File: config.mk
export PLATFORM = sky130hd
export DESIGN_NAME = bus_arbiter
export DESIGN_NICKNAME = d
export VERILOG_FILES = /design/src/rtl/bus_arbiter.sv
export SDC_FILE = /design/constraint.sdc
export NUM_CORES = 1
export LEC_CHECK = 0
export ABC_AREA = 1
export CORE_MARGIN = 4
export CORE_UTILIZATION = 45
export DETAILED_ROUTE_END_ITERATION = 8
export GPL_ROUTABILITY_DRIVEN = 0
export HOLD_SLACK_MARGIN = 0.12
export PLACE_DENSITY = 0.75
export SETUP_SLACK_MARGIN = 0.4
export SLEW_MARGIN = 20
export SYNTH_ARGS = -nofsm -noshare
export SYNTH_HDL_FRONTEND = slang
export SYNTH_SLANG_ARGS = --single-unit
File: constraint.sdc
create_clock -name clk -period 4.55 [get_ports clk]
set_clock_uncertainty 0.05 [all_clocks]
set_input_delay 0.91 -clock clk [delete_from_list [all_inputs] [get_ports clk]]
set_output_delay 0.91 -clock clk [all_outputs]
set_load 0.02 [all_outputs]
File: src/rtl/bus_arbiter.sv
// Bus control unit: arbitrates the external V30MZ bus between EU transfers and prefetches.
// Optional macro BUS_TIMEOUT_EN adds a readyb wait limit that aborts hung bus cycles.
module bus_arbiter #(
    parameter int unsigned TIMEOUT_CYCLES = 255
) (
    input  logic        clk,
    input  logic        reset,
    input  logic [2:0]  eu_cmd,
    input  logic [19:0] eu_addr,
    input  logic        eu_word,
    input  logic [15:0] eu_wdata,
    output logic        eu_done,
    output logic [15:0] eu_rdata,
    input  logic        pf_req,
    input  logic        pf_flush,
    input  logic [19:0] pf_addr,
    output logic        pf_push,
    output logic [15:0] pf_data,
    output logic        pf_byte,
    input  logic        readyb,
    input  logic [15:0] data_in,
    output logic [15:0] data_out,
    output logic [19:0] address_out,
    output logic [3:0]  bus_status,
    output logic        bus_upper_byte_enable,
    output logic        bus_error
);

    localparam logic [1:0] S_IDLE  = 2'd0;
    localparam logic [1:0] S_FETCH = 2'd1;
    localparam logic [1:0] S_EU_LO = 2'd2;
    localparam logic [1:0] S_EU_HI = 2'd3;

    localparam logic [2:0] CMD_MEM_READ  = 3'd1;
    localparam logic [2:0] CMD_MEM_WRITE = 3'd2;
    localparam logic [2:0] CMD_IO_READ   = 3'd3;
    localparam logic [2:0] CMD_IO_WRITE  = 3'd4;

    localparam logic [3:0] STS_IDLE   = 4'hF;
    localparam logic [3:0] STS_MEM_RD = 4'h9;
    localparam logic [3:0] STS_MEM_WR = 4'hA;
    localparam logic [3:0] STS_IO_RD  = 4'h5;
    localparam logic [3:0] STS_IO_WR  = 4'h6;

    function automatic logic cmd_valid(input logic [2:0] c);
        return (c >= CMD_MEM_READ) && (c <= CMD_IO_WRITE);
    endfunction

    function automatic logic is_write(input logic [2:0] c);
        return (c == CMD_MEM_WRITE) || (c == CMD_IO_WRITE);
    endfunction

    function automatic logic [3:0] cmd_status(input logic [2:0] c);
        case (c)
            CMD_MEM_READ:  return STS_MEM_RD;
            CMD_MEM_WRITE: return STS_MEM_WR;
            CMD_IO_READ:   return STS_IO_RD;
            CMD_IO_WRITE:  return STS_IO_WR;
            default:       return STS_IDLE;
        endcase
    endfunction

    // Write data for the first (or only) bus cycle, steered onto the addressed lane.
    function automatic logic [15:0] first_wdata(input logic odd, input logic word,
                                                input logic [15:0] w);
        if (odd)       return {w[7:0], 8'h00};
        else if (word) return w;
        else           return {8'h00, w[7:0]};
    endfunction

    // Read data for an unsplit transfer; byte reads come back zero-extended.
    function automatic logic [15:0] single_rdata(input logic odd, input logic word,
                                                 input logic [15:0] d);
        if (word && !odd) return d;
        else if (odd)     return {8'h00, d[15:8]};
        else              return {8'h00, d[7:0]};
    endfunction

    logic [1:0]  state;
    logic [2:0]  cmd_q;
    logic [19:0] addr_q;
    logic        word_q;
    logic [15:0] wdata_q;
    logic        pf_odd_q;
    logic        discard;
    logic [7:0]  rd_lo_q;

`ifdef BUS_TIMEOUT_EN
    localparam int unsigned TW = (TIMEOUT_CYCLES > 1) ? $clog2(TIMEOUT_CYCLES) : 1;
    localparam logic [TW-1:0] TO_LAST = TW'(TIMEOUT_CYCLES - 1);
    logic [TW-1:0] to_cnt;
`else
    assign bus_error = 1'b0;
`endif

    // NOTE: sequential state uses non-blocking assignments only; later assignments in
    // the same block deliberately override earlier ones (abort wins over the case).
    always_ff @(posedge clk) begin
        if (reset) begin
            state                 <= S_IDLE;
            cmd_q                 <= 3'd0;
            addr_q                <= 20'd0;
            word_q                <= 1'b0;
            wdata_q               <= 16'd0;
            pf_odd_q              <= 1'b0;
            discard               <= 1'b0;
            rd_lo_q               <= 8'd0;
            eu_done               <= 1'b0;
            eu_rdata              <= 16'd0;
            pf_push               <= 1'b0;
            pf_data               <= 16'd0;
            pf_byte               <= 1'b0;
            data_out              <= 16'd0;
            address_out           <= 20'hFFFFF;
            bus_status            <= STS_IDLE;
            bus_upper_byte_enable <= 1'b0;
`ifdef BUS_TIMEOUT_EN
            to_cnt                <= '0;
            bus_error             <= 1'b0;
`endif
        end else begin
            eu_done <= 1'b0;
            pf_push <= 1'b0;
`ifdef BUS_TIMEOUT_EN
            bus_error <= 1'b0;
`endif
            case (state)
                S_IDLE: begin
                    discard <= 1'b0;
                    // eu_done is still high while the EU drops its request, so mask it.
                    if (cmd_valid(eu_cmd) && !eu_done) begin
                        state                 <= S_EU_LO;
                        cmd_q                 <= eu_cmd;
                        addr_q                <= eu_addr;
                        word_q                <= eu_word;
                        wdata_q               <= eu_wdata;
                        address_out           <= eu_addr;
                        bus_status            <= cmd_status(eu_cmd);
                        bus_upper_byte_enable <= eu_word | eu_addr[0];
                        if (is_write(eu_cmd))
                            data_out <= first_wdata(eu_addr[0], eu_word, eu_wdata);
                    end else if (pf_req && !pf_flush) begin
                        state                 <= S_FETCH;
                        pf_odd_q              <= pf_addr[0];
                        address_out           <= pf_addr;
                        bus_status            <= STS_MEM_RD;
                        bus_upper_byte_enable <= 1'b1;
                    end
                end

                S_FETCH: begin
                    if (pf_flush)
                        discard <= 1'b1;
                    if (!readyb) begin
                        state      <= S_IDLE;
                        bus_status <= STS_IDLE;
                        discard    <= 1'b0;
                        if (!discard && !pf_flush) begin
                            pf_push <= 1'b1;
                            pf_data <= data_in;
                            pf_byte <= pf_odd_q;
                        end
                    end
                end

                S_EU_LO: begin
                    if (!readyb) begin
                        if (word_q && addr_q[0]) begin
                            // Odd word: second half goes to addr+1 on the low lane.
                            state                 <= S_EU_HI;
                            rd_lo_q               <= data_in[15:8];
                            address_out           <= addr_q + 20'd1;
                            bus_upper_byte_enable <= 1'b0;
                            if (is_write(cmd_q))
                                data_out <= {8'h00, wdata_q[15:8]};
                        end else begin
                            state      <= S_IDLE;
                            bus_status <= STS_IDLE;
                            eu_done    <= 1'b1;
                            if (!is_write(cmd_q))
                                eu_rdata <= single_rdata(addr_q[0], word_q, data_in);
                        end
                    end
                end

                S_EU_HI: begin
                    if (!readyb) begin
                        state      <= S_IDLE;
                        bus_status <= STS_IDLE;
                        eu_done    <= 1'b1;
                        if (!is_write(cmd_q))
                            eu_rdata <= {data_in[7:0], rd_lo_q};
                    end
                end

                default: state <= S_IDLE;
            endcase

`ifdef BUS_TIMEOUT_EN
            // Idle or any completed bus cycle restarts the count for the next cycle.
            if (state == S_IDLE || !readyb) begin
                to_cnt <= '0;
            end else if (to_cnt == TO_LAST) begin
                to_cnt     <= '0;
                state      <= S_IDLE;
                bus_status <= STS_IDLE;
                discard    <= 1'b0;
                bus_error  <= 1'b1;
                if (state != S_FETCH) begin
                    eu_done  <= 1'b1;
                    eu_rdata <= 16'hFFFF;
                end
            end else begin
                to_cnt <= to_cnt + 1'b1;
            end
`endif
        end
    end

endmodule

==> flow_summary_export.csv, run 1 <==
group,metric,value,unit
synth,synth_seq_cells,120,
synth,async_flop_share,0,
setup_path,timing.rr.start,"state[1]$_SDFFE_PP0P_",
grt,grt_pass1_vias,5898,
setup_path,r2r_slack,2240,ps
pwr,fin_total_pwr,0.004542,W
floorplanning,die_w,122.7,um
sta,slew_headroom,0.5258,
floorplanning,io_pins,158,
grt,grt_overflow_total,0,
grt,grt_pass1_wl,29410,um
clocking,clkSinkCount,120,
sta,rsz0062_at_grt,"no",
pwr,intPower,0.002882,W
layout,nNetsFinal,1116,
clocking,cts-root-buf,"clkbuf_16",
pwr,static-leakage-power,3.440,nW
pwr,seqPwrFrac,0.327,
grt,grt_max_degree,47,
status,status,"completed",
grt,grt.total_usage,0.2470,
detailed_routing,routed_wl,18260,um
setup_path,path_max_fanout,25,
detailed_routing,m1WireLength,7852,um
setup_path,worstPathCellList,"clkdlybuf4s50_1, o21ai_2, nand2_1, nor2_4, buf_4, nand2_2, buf_4, o21ai_0, a21oi_1",
synth,synthTopCellsByCount,"nand2_1, nor2_1, dfxtp_1",
synth,synth_seq_area_share,0.4058,
synth,yosys_warnings,0,
setup_path,cp_common_cell,"buf_4",
clocking,clk_latency,420,ps
synth,ys_top_cells_by_area,"dfxtp_1, nand2_1, nor2_1, a21oi_1, inv_1",
detailed_routing,vias,6238,
floorplanning,fp.dieH,122.7,um
clocking,clkTransAtPathRegs,50,ps
clocking,cts_hold_buf,0,
setup_path,crit_type,"primary input to flop",
synth,avgSynthCellArea,6.570,um2
setup_path,critPathLaunch,"eu_cmd[0]",
pwr,power.density,561.4,mW/mm2
clocking,cts_buffers,17,
setup_path,crit_slowest_cell,"clkdlybuf4s50_1",
synth,synth_ff_type,"dfxtp_1",
sta,drv_slew,0,
clocking,cts_tree,"yes",
setup_path,crit_path_end_kind,"flop",
layout,final_area,0.008092,mm2
sta,finalHoldViolations,0,
floorplanning,core_area,0.01277,mm2
detailed_routing,drcViolationCount,0,
grt,antenna_found_initial,0,
detailed_routing,first_pass_iters,5,
setup_path,required,4780,ps
place,dp_hpwl,13050,um
detailed_routing,top_layer,"met4",
clocking,htreeDepth,4,
worst_hold_path,hp-class,"flop to flop",
detailed_routing,viasPerCell,5.122,
place,dpl-instance-area,0.007488,mm2
floorplanning,rows,41,
detailed_routing,wl_per_cell,14.99,um
detailed_routing,drtIter0Drc,474,
pwr,swShare,0.3654,
pwr,combPwrFrac,0.368,
synth,synth_most_common_cell,"nand2_1",
sta,worst_pin_slew,710.2,ps
sta,final-setup-viol-count,0,
sta,fmax,0.3602,GHz
clocking,postCtsSetupRepairBufs,0,
synth,yosys.area.top_type,"dfxtp_1",
clocking,clock_path_buffers,2,
floorplanning,die-area,0.01505,mm2
flow_run,maxCapViolCount,0,
pwr,clkPwrFrac,0.304,
sta,min_period_over_period,0.6102,
detailed_routing,dr_wl_met3,1591,um
sta,fin_ws,1774,ps
pwr,irDropWorstVdd,0.3331,mV
synth,netlist_area,0.005919,mm2
setup_path,cp-start-kind,"primary input",
synth,synth.net_count,983,
layout,synthToLayoutAreaGrowth,36.69,%
worst_hold_path,hold_path.startpoint,"wdata_q[15]$_SDFFE_PP0P_",
layout,num_antenna_cells,0,
sta,finalSetupTns,0,ps
setup_path,cp_data_arrival_time,3010,ps
detailed_routing,drtAntennaViolNets,0,
pwr,p_switching,0.001660,W
floorplanning,initial_utilization,0.4634,
synth,syn_inst,901,
clocking,cts.repair.resized,0,
synth,synth-edff-count,0,
detailed_routing,met2_length,8544,um
setup_path,cpPeakStageDelay,490,ps
place,pre_cts_ws,1366,ps
synth,synth.distinct_cells,34,
sta,final.min_clock_period,2776,ps
place,port_buffers,156,
layout,layout-drive-gt1-share,0.05258,
synth,netlist.area_leader.share,0.4058,
-- per-layer routing --
| metal | global-route usage | up-vias |
|---|---|---|
| li1 | - | 3168 |
| met2 | 0.3871 | 229 |
| met1 | 0.3213 | 2814 |
| met3 | 0.08894 | 27 |
| met4 | 0.06928 | 0 |
| met5 | 0 | - |
-- power groups by stage --
stage          logic [W]  registers [W]  clock network [W]
6_report         0.00167        0.00149            0.00138
5_1_grt          0.00185        0.00151            0.00145
4_1_cts          0.00168        0.00148            0.00140
3_5_place_dp     0.00166        0.00150                  0
3_3_place_gp     0.00164        0.00150                  0
2_1_floorplan   0.000889        0.00167                  0
-- worst max-delay path, delay by kind of cell --
family                 cells  cell delay [ps]
AOI/OAI and AO/OA          3              480
buffers and inverters      3             1100
and+or+nand+nor            3              510
-- area by class of cell --
class                      count  area [um2]
timing repair buffer         162        1607
multi-input combinational    640        2915
tap                          172       215.2
clock buffer                  22       454.2
sequential                   120        2402
inverter                      93       349.1
clock inverter                 9       148.9
fill                        1159        4682
-- stage by stage --
step / hold slack (ps) / cells / util
6_report: 403.9 / 1218 / 0.6335
2_1_floorplan: 375.4 / 901 / -
3_5_place_dp: 392.4 / 1187 / 0.5862
3_3_place_gp: 391.6 / 1187 / 0.5862
5_1_grt: 440.6 / 1218 / 0.6335
4_1_cts: 402.7 / 1218 / 0.6335
-- path summary, 6_finish.rpt --
kind	to	cells after the start
worst max-delay path	addr_q[0]$_SDFFE_PP0P_	9
worst min-delay path	wdata_q[15]$_SDFFE_PP0P_	2
worst max register to register	address_out[9]$_SDFFE_PP1P_	8
worst min register to register	wdata_q[15]$_SDFFE_PP0P_	2
-- state kept, by name, summed over array words and instances, names as in the netlist, 2 cells and up --
signal	count
state	2
pf_data	16
rd_lo_q	8
addr_q	20
data_out	16
address_out	20
cmd_q	3
bus_status	4
wdata_q	8
eu_rdata	16
-- placed cells by master, fill, tap and decap left out, drive strengths merged, types with 3 or more instances in the layout --
| master | count |
|---|---|
| clkdlybuf4s50 | 156 |
| bufinv | 4 |
| o21ai | 110 |
| clkbuf | 22 |
| buf | 6 |
| xor2 | 3 |
| inv | 93 |
| a211oi | 6 |
| nand2 | 222 |
| dfxtp | 120 |
| nand3 | 61 |
| a31oi | 8 |
| nand4 | 6 |
| nor2 | 141 |
| a21oi | 69 |
| clkinv | 5 |
| o211ai | 9 |
-- logic make-up (layout without fill, tap and decap cells) --
| group | after synthesis | in the layout | share of synthesized area |
|---|---|---|---|
| flip-flops | 120 | 120 | 0.4058 |
| other | 1 | 1 | 0.0006335 |
| adder cells (fa/ha/maj) | 1 | 1 | 0.002113 |
| buffers and inverters | 141 | 286 | 0.1017 |
| XOR/XNOR | 3 | 3 | 0.004440 |
| AO/OA/AOI/OAI | 203 | 203 | 0.1854 |
| AND/OR/NAND/NOR | 432 | 432 | 0.2999 |
No activity file was read; power rests on OpenSTA's default activity.
==> run 2: changes to the inputs <==
- clock period: 4.55 -> 2.6 ns (I/O delays scaled with it)
==> run 2 against run 1 <==
Sequential power rose by 74%. Die area did not move. Hold slack worse by 9.0 ps. Power grew 80%. Critical path depth fell by 8. Design area is 2.3% higher. Clock power increased by 86%. Combinational power is 81% higher. Sequential cell count did not move. First-iteration DRC count is 29% higher. Utilization grew 1.4 points. Register-to-register slack worse by 1600 ps. Critical endpoint is now eu_done. Largest cell class unchanged. Largest power group unchanged.
==> flow_summary_export.csv, run 2 (same netlist as run 1, synthesis figures left out) <==
group,metric,value,unit
clocking,cts-root-buf,"clkbuf_16",
layout,fin_util,0.6478,
worst_hold_path,hp-class,"flop to flop",
layout,nNetsFinal,1129,
place,dp_hpwl,13220,um
sta,timing.hold.ws,394.9,ps
sta,drv_slew,0,
status,status,"completed",
clocking,cts_tree,"yes",
place,pre_cts_ws,178.4,ps
setup_path,crit_buf_inv,1,
clocking,clock_path_buffers,2,
sta,worst_pin_slew,717.1,ps
grt,grt_pass1_wl,29710,um
setup_path,cp-start-kind,"flop",
detailed_routing,drtAntennaViolNets,0,
layout,layout-drive-gt1-share,0.06887,
place,port_buffers,156,
clocking,clkTransAtPathRegs,50,ps
setup_path,worstPathCellList,"clkdlybuf4s50_1",
layout,final_cell_mix,"nand2_1, clkdlybuf4s50_1, nor2_1",
clocking,clk_latency,410,ps
floorplanning,fp.dieH,122.7,um
detailed_routing,vias,6329,
sta,rsz0062_at_grt,"no",
grt,grt_pass1_vias,5862,
clocking,cts_buffers,17,
layout,num_antenna_cells,0,
setup_path,crit_path_end_kind,"output pin",
setup_path,cpPeakStageDelay,650,ps
clocking,htreeDepth,4,
sta,final-setup-viol-count,0,
setup_path,crit_type,"flop to output pin",
setup_path,path_max_fanout,3,
sta,slew_headroom,0.5213,
sta,fin_ws,554.9,ps
setup_path,required,2030,ps
detailed_routing,viasPerCell,5.137,
floorplanning,rows,41,
grt,grt_overflow_total,0,
sta,finalHoldViolations,0,
setup_path,cp_data_arrival_time,1480,ps
sta,final.min_clock_period,2045,ps
setup_path,worstRegToRegCells,10,
floorplanning,die-area,0.01505,mm2
clocking,clkSinkCount,120,
setup_path,crit_cells,1,
sta,finalSetupTns,0,ps
worst_hold_path,holdPathStages,2,
sta,min_period_over_period,0.7866,
pwr,irDropWorstVdd,0.5026,mV
pwr,static-leakage-power,3.529,nW
setup_path,crit_slowest_cell,"clkdlybuf4s50_1",
detailed_routing,drtIter0Drc,612,
layout,synthToLayoutAreaGrowth,39.78,%
layout,top_regs,"addr_q (20), address_out (20)",
setup_path,critPathTopFamily,"buffers and inverters",
grt,grt_max_degree,56,
sta,fmax,0.4890,GHz
layout,final_common_cell,"nand2_1",
flow_run,maxCapViolCount,0,
floorplanning,die_w,122.7,um
floorplanning,initial_utilization,0.4634,
detailed_routing,drcViolationCount,0,
detailed_routing,routed_wl,18800,um
detailed_routing,wl_per_cell,15.26,um
grt,antenna_found_initial,0,
detailed_routing,first_pass_iters,5,
floorplanning,core_area,0.01277,mm2
floorplanning,io_pins,158,
pwr,power.density,989.5,mW/mm2
grt,grt.total_usage,0.2493,
clocking,cts_hold_buf,0,
[run 2: cell count changes in the layout (fill, tap and decap cells not counted), sizes merged]
cell / before / now
clkinvlp: 0 / 3
inv: 93 / 94
clkinv: 5 / 2
buf: 6 / 19
[run 2: final timing paths]
| path | start | endpoint | slack, ps |
|---|---|---|---|
| min reg2reg | wdata_q[15]$_SDFFE_PP0P_ | wdata_q[15]$_SDFFE_PP0P_ | 390 |
| max | eu_done$_SDFF_PP0_ | eu_done | 550 |
| min | wdata_q[15]$_SDFFE_PP0P_ | wdata_q[15]$_SDFFE_PP0P_ | 390 |
| max reg2reg | addr_q[0]$_SDFFE_PP0P_ | address_out[16]$_SDFFE_PP1P_ | 690 |
[run 2: metrics by stage]
| step | total power, W | instance area (um2) | cells |
|---|---|---|---|
| floorplan | 0.004470 | 5919 | 901 |
| global placement | 0.005580 | 7624 | 1200 |
| detailed placement | 0.005613 | 7624 | 1200 |
| CTS | 0.008206 | 8273 | 1232 |
| global route | 0.008650 | 8274 | 1232 |
| finish | 0.008188 | 8274 | 1232 |
[run 2: cell type report]
cell class	instances	area, um2
multi-input combinational	640	2915
sequential	120	2404
clock buffer	22	484.2
fill	1131	4499
tap	172	215.2
clock inverter	10	165.2
inverter	93	349.1
timing repair buffer	175	1742
[run 2: what timing repair did]
action,4_1_cts,5_1_grt
setup buffers,0,0
gates resized for setup,0,1
endpoints found under the setup margin,0,1
[run 2: where the power goes]
group	switching [W]	internal, W	leakage [nW]
logic	0.00181	0.00121	2.23
registers	0.000317	0.00228	0.987
clock network	0.000861	0.00171	0.309
total	0.00298	0.00520	3.53
[run 2: layer usage]
layer,track usage,part of all wire
met5,0,0
met4,0.07768,0.020
met1,0.3168,0.42
met2,0.4001,0.47
met3,0.08387,0.095
==> run 3: changes to the inputs <==
- clock period: 2.6 -> 1.9 ns (I/O delays scaled with it)
==> run 3 against run 2 <==
Register-to-register slack lost 390 ps. Power up 53%. Sequential share of layout area shrank 3.0 points. Sequential cell count did not move. Via count is 14% higher. Non-clock buffer count grew 72. Design area grew 14%. Sequential power is 40% higher. First-iteration DRC count is 36% higher. Wire length increased by 21%. Combinational power rose by 81%. Largest power group unchanged. Die area stayed put.
==> flow_summary_export.csv, run 3 (same netlist as run 1, synthesis figures left out) <==
group,metric,value,unit
clocking,clk_latency,430,ps
sta,min_period_over_period,0.8440,
layout,final_cell_mix,"nand2_1, nor2_1, dfxtp_1",
clocking,htreeDepth,4,
detailed_routing,first_pass_iters,6,
detailed_routing,wl_per_cell,17.37,um
setup_path,cp_data_arrival_time,1880,ps
place,port_buffers,156,
layout,synthToLayoutAreaGrowth,58.80,%
floorplanning,initial_utilization,0.4634,
detailed_routing,drtIter0Drc,835,
detailed_routing,viasPerCell,5.520,
sta,fin_ws,296.4,ps
floorplanning,core_area,0.01277,mm2
flow_run,maxCapViolCount,0,
grt,grt_overflow_total,0,
grt,grt_pass1_vias,6553,
clocking,clkSinkCount,120,
grt,antenna_found_initial,0,
floorplanning,io_pins,158,
setup_path,path_max_fanout,7,
pwr,static-leakage-power,4.141,nW
floorplanning,die_w,122.7,um
clocking,clkTransAtPathRegs,60,ps
clocking,cts_buffers,17,
grt,grt_pass1_wl,33030,um
layout,num_antenna_cells,0,
place,dp_hpwl,13740,um
sta,drv_slew,0,
grt,grt.total_usage,0.2813,
place,pre_cts_ws,-302.7,ps
layout,top_regs,"addr_q (20), address_out (20)",
detailed_routing,vias,7214,
pwr,irDropWorstVdd,0.7210,mV
grt,grt_max_degree,55,
sta,rsz0062_at_grt,"yes",
sta,slew_headroom,0.6674,
sta,final.min_clock_period,1604,ps
setup_path,required,2170,ps
clocking,cts-root-buf,"clkbuf_16",
layout,fin_util,0.7359,
layout,nNetsFinal,1204,
clocking,clock_path_buffers,2,
pwr,fin_total_pwr,0.01252,W
layout,final_area,0.009400,mm2
detailed_routing,routed_wl,22700,um
detailed_routing,drcViolationCount,0,
worst_hold_path,hp-class,"primary input to flop",
setup_path,cp-start-kind,"flop",
setup_path,crit_path_end_kind,"flop",
sta,final-setup-viol-count,0,
sta,finalHoldViolations,0,
place,dpl-instance-area,0.007899,mm2
layout,final_common_cell,"nand2_1",
layout,layout-drive-gt1-share,0.3048,
sta,worst_pin_slew,498.4,ps
setup_path,r2r_slack,300,ps
floorplanning,die-area,0.01505,mm2
clocking,cts_tree,"yes",
sta,fmax,0.6236,GHz
status,status,"completed",
setup_path,crit_type,"flop to flop",
floorplanning,fp.dieH,122.7,um
floorplanning,rows,41,
detailed_routing,drtAntennaViolNets,0,
pwr,power.density,1331,mW/mm2
## run 3: worst paths after layout
| kind | start | cells after the start | to |
|---|---|---|---|
| worst min-delay path | eu_cmd[1] | 3 | cmd_q[1]$_SDFFE_PP0P_ |
| worst max-delay path | addr_q[0]$_SDFFE_PP0P_ | 9 | data_out[10]$_SDFFE_PP0P_ |
| worst max register to register | addr_q[0]$_SDFFE_PP0P_ | 9 | data_out[10]$_SDFFE_PP0P_ |
| worst min register to register | wdata_q[15]$_SDFFE_PP0P_ | 2 | wdata_q[15]$_SDFFE_PP0P_ |
## run 3: cell type report
| cell class | instances | area, um2 |
|---|---|---|
| fill | 944 | 3373 |
| multi-input combinational | 640 | 3327 |
| sequential | 120 | 2450 |
| timing repair buffer | 247 | 2402 |
| clock buffer | 18 | 439.2 |
| inverter | 93 | 376.6 |
| tap | 172 | 215.2 |
| clock inverter | 14 | 171.4 |
| timing repair inverter | 3 | 18.77 |
## run 3: metrics by stage
step	hold slack, ps	setup TNS, ps	std cells
final	253.0	0	1307
after global placement	400.1	-13580	1233
after CTS	365.8	0	1286
after detailed placement	402.9	-16880	1233
after floorplan	375.4	0	901
after global routing	252.9	0	1307
## run 3: where the power goes
group	internal, W	switching (W)	total, W
Combinational	0.00233	0.00316	0.00548
Clock	0.00210	0.00129	0.00339
Sequential	0.00316	0.000484	0.00365
Total	0.00759	0.00493	0.0125
## run 3: worst max-delay path, stage by stage, from the launching register on
cell and delay, ps:
dfxtp_4 360, buf_6 110, nand3_4 80, o21ai_4 150, buf_6 130, nand4_4 130, buf_6 170, buf_12 130
o21ai_2 130, nor2_1 60
## run 3: metal layers
layer | routed length [um] | GRT usage
met3 | 2505 | 0.08618
met1 | 8577 | 0.3487
met5 | 0 | 0
met2 | 11070 | 0.4626
met4 | 547 | 0.09867
## run 3: what timing repair did
item                                   4_1_cts  5_1_grt
buffers inserted                            15       16
resized for setup                          294      150
pin swaps                                   18       30
gates cloned                                 6        5
endpoints found under the hold margin        0        0
setup endpoints to repair                  178      128
hold buffers                                 0        0
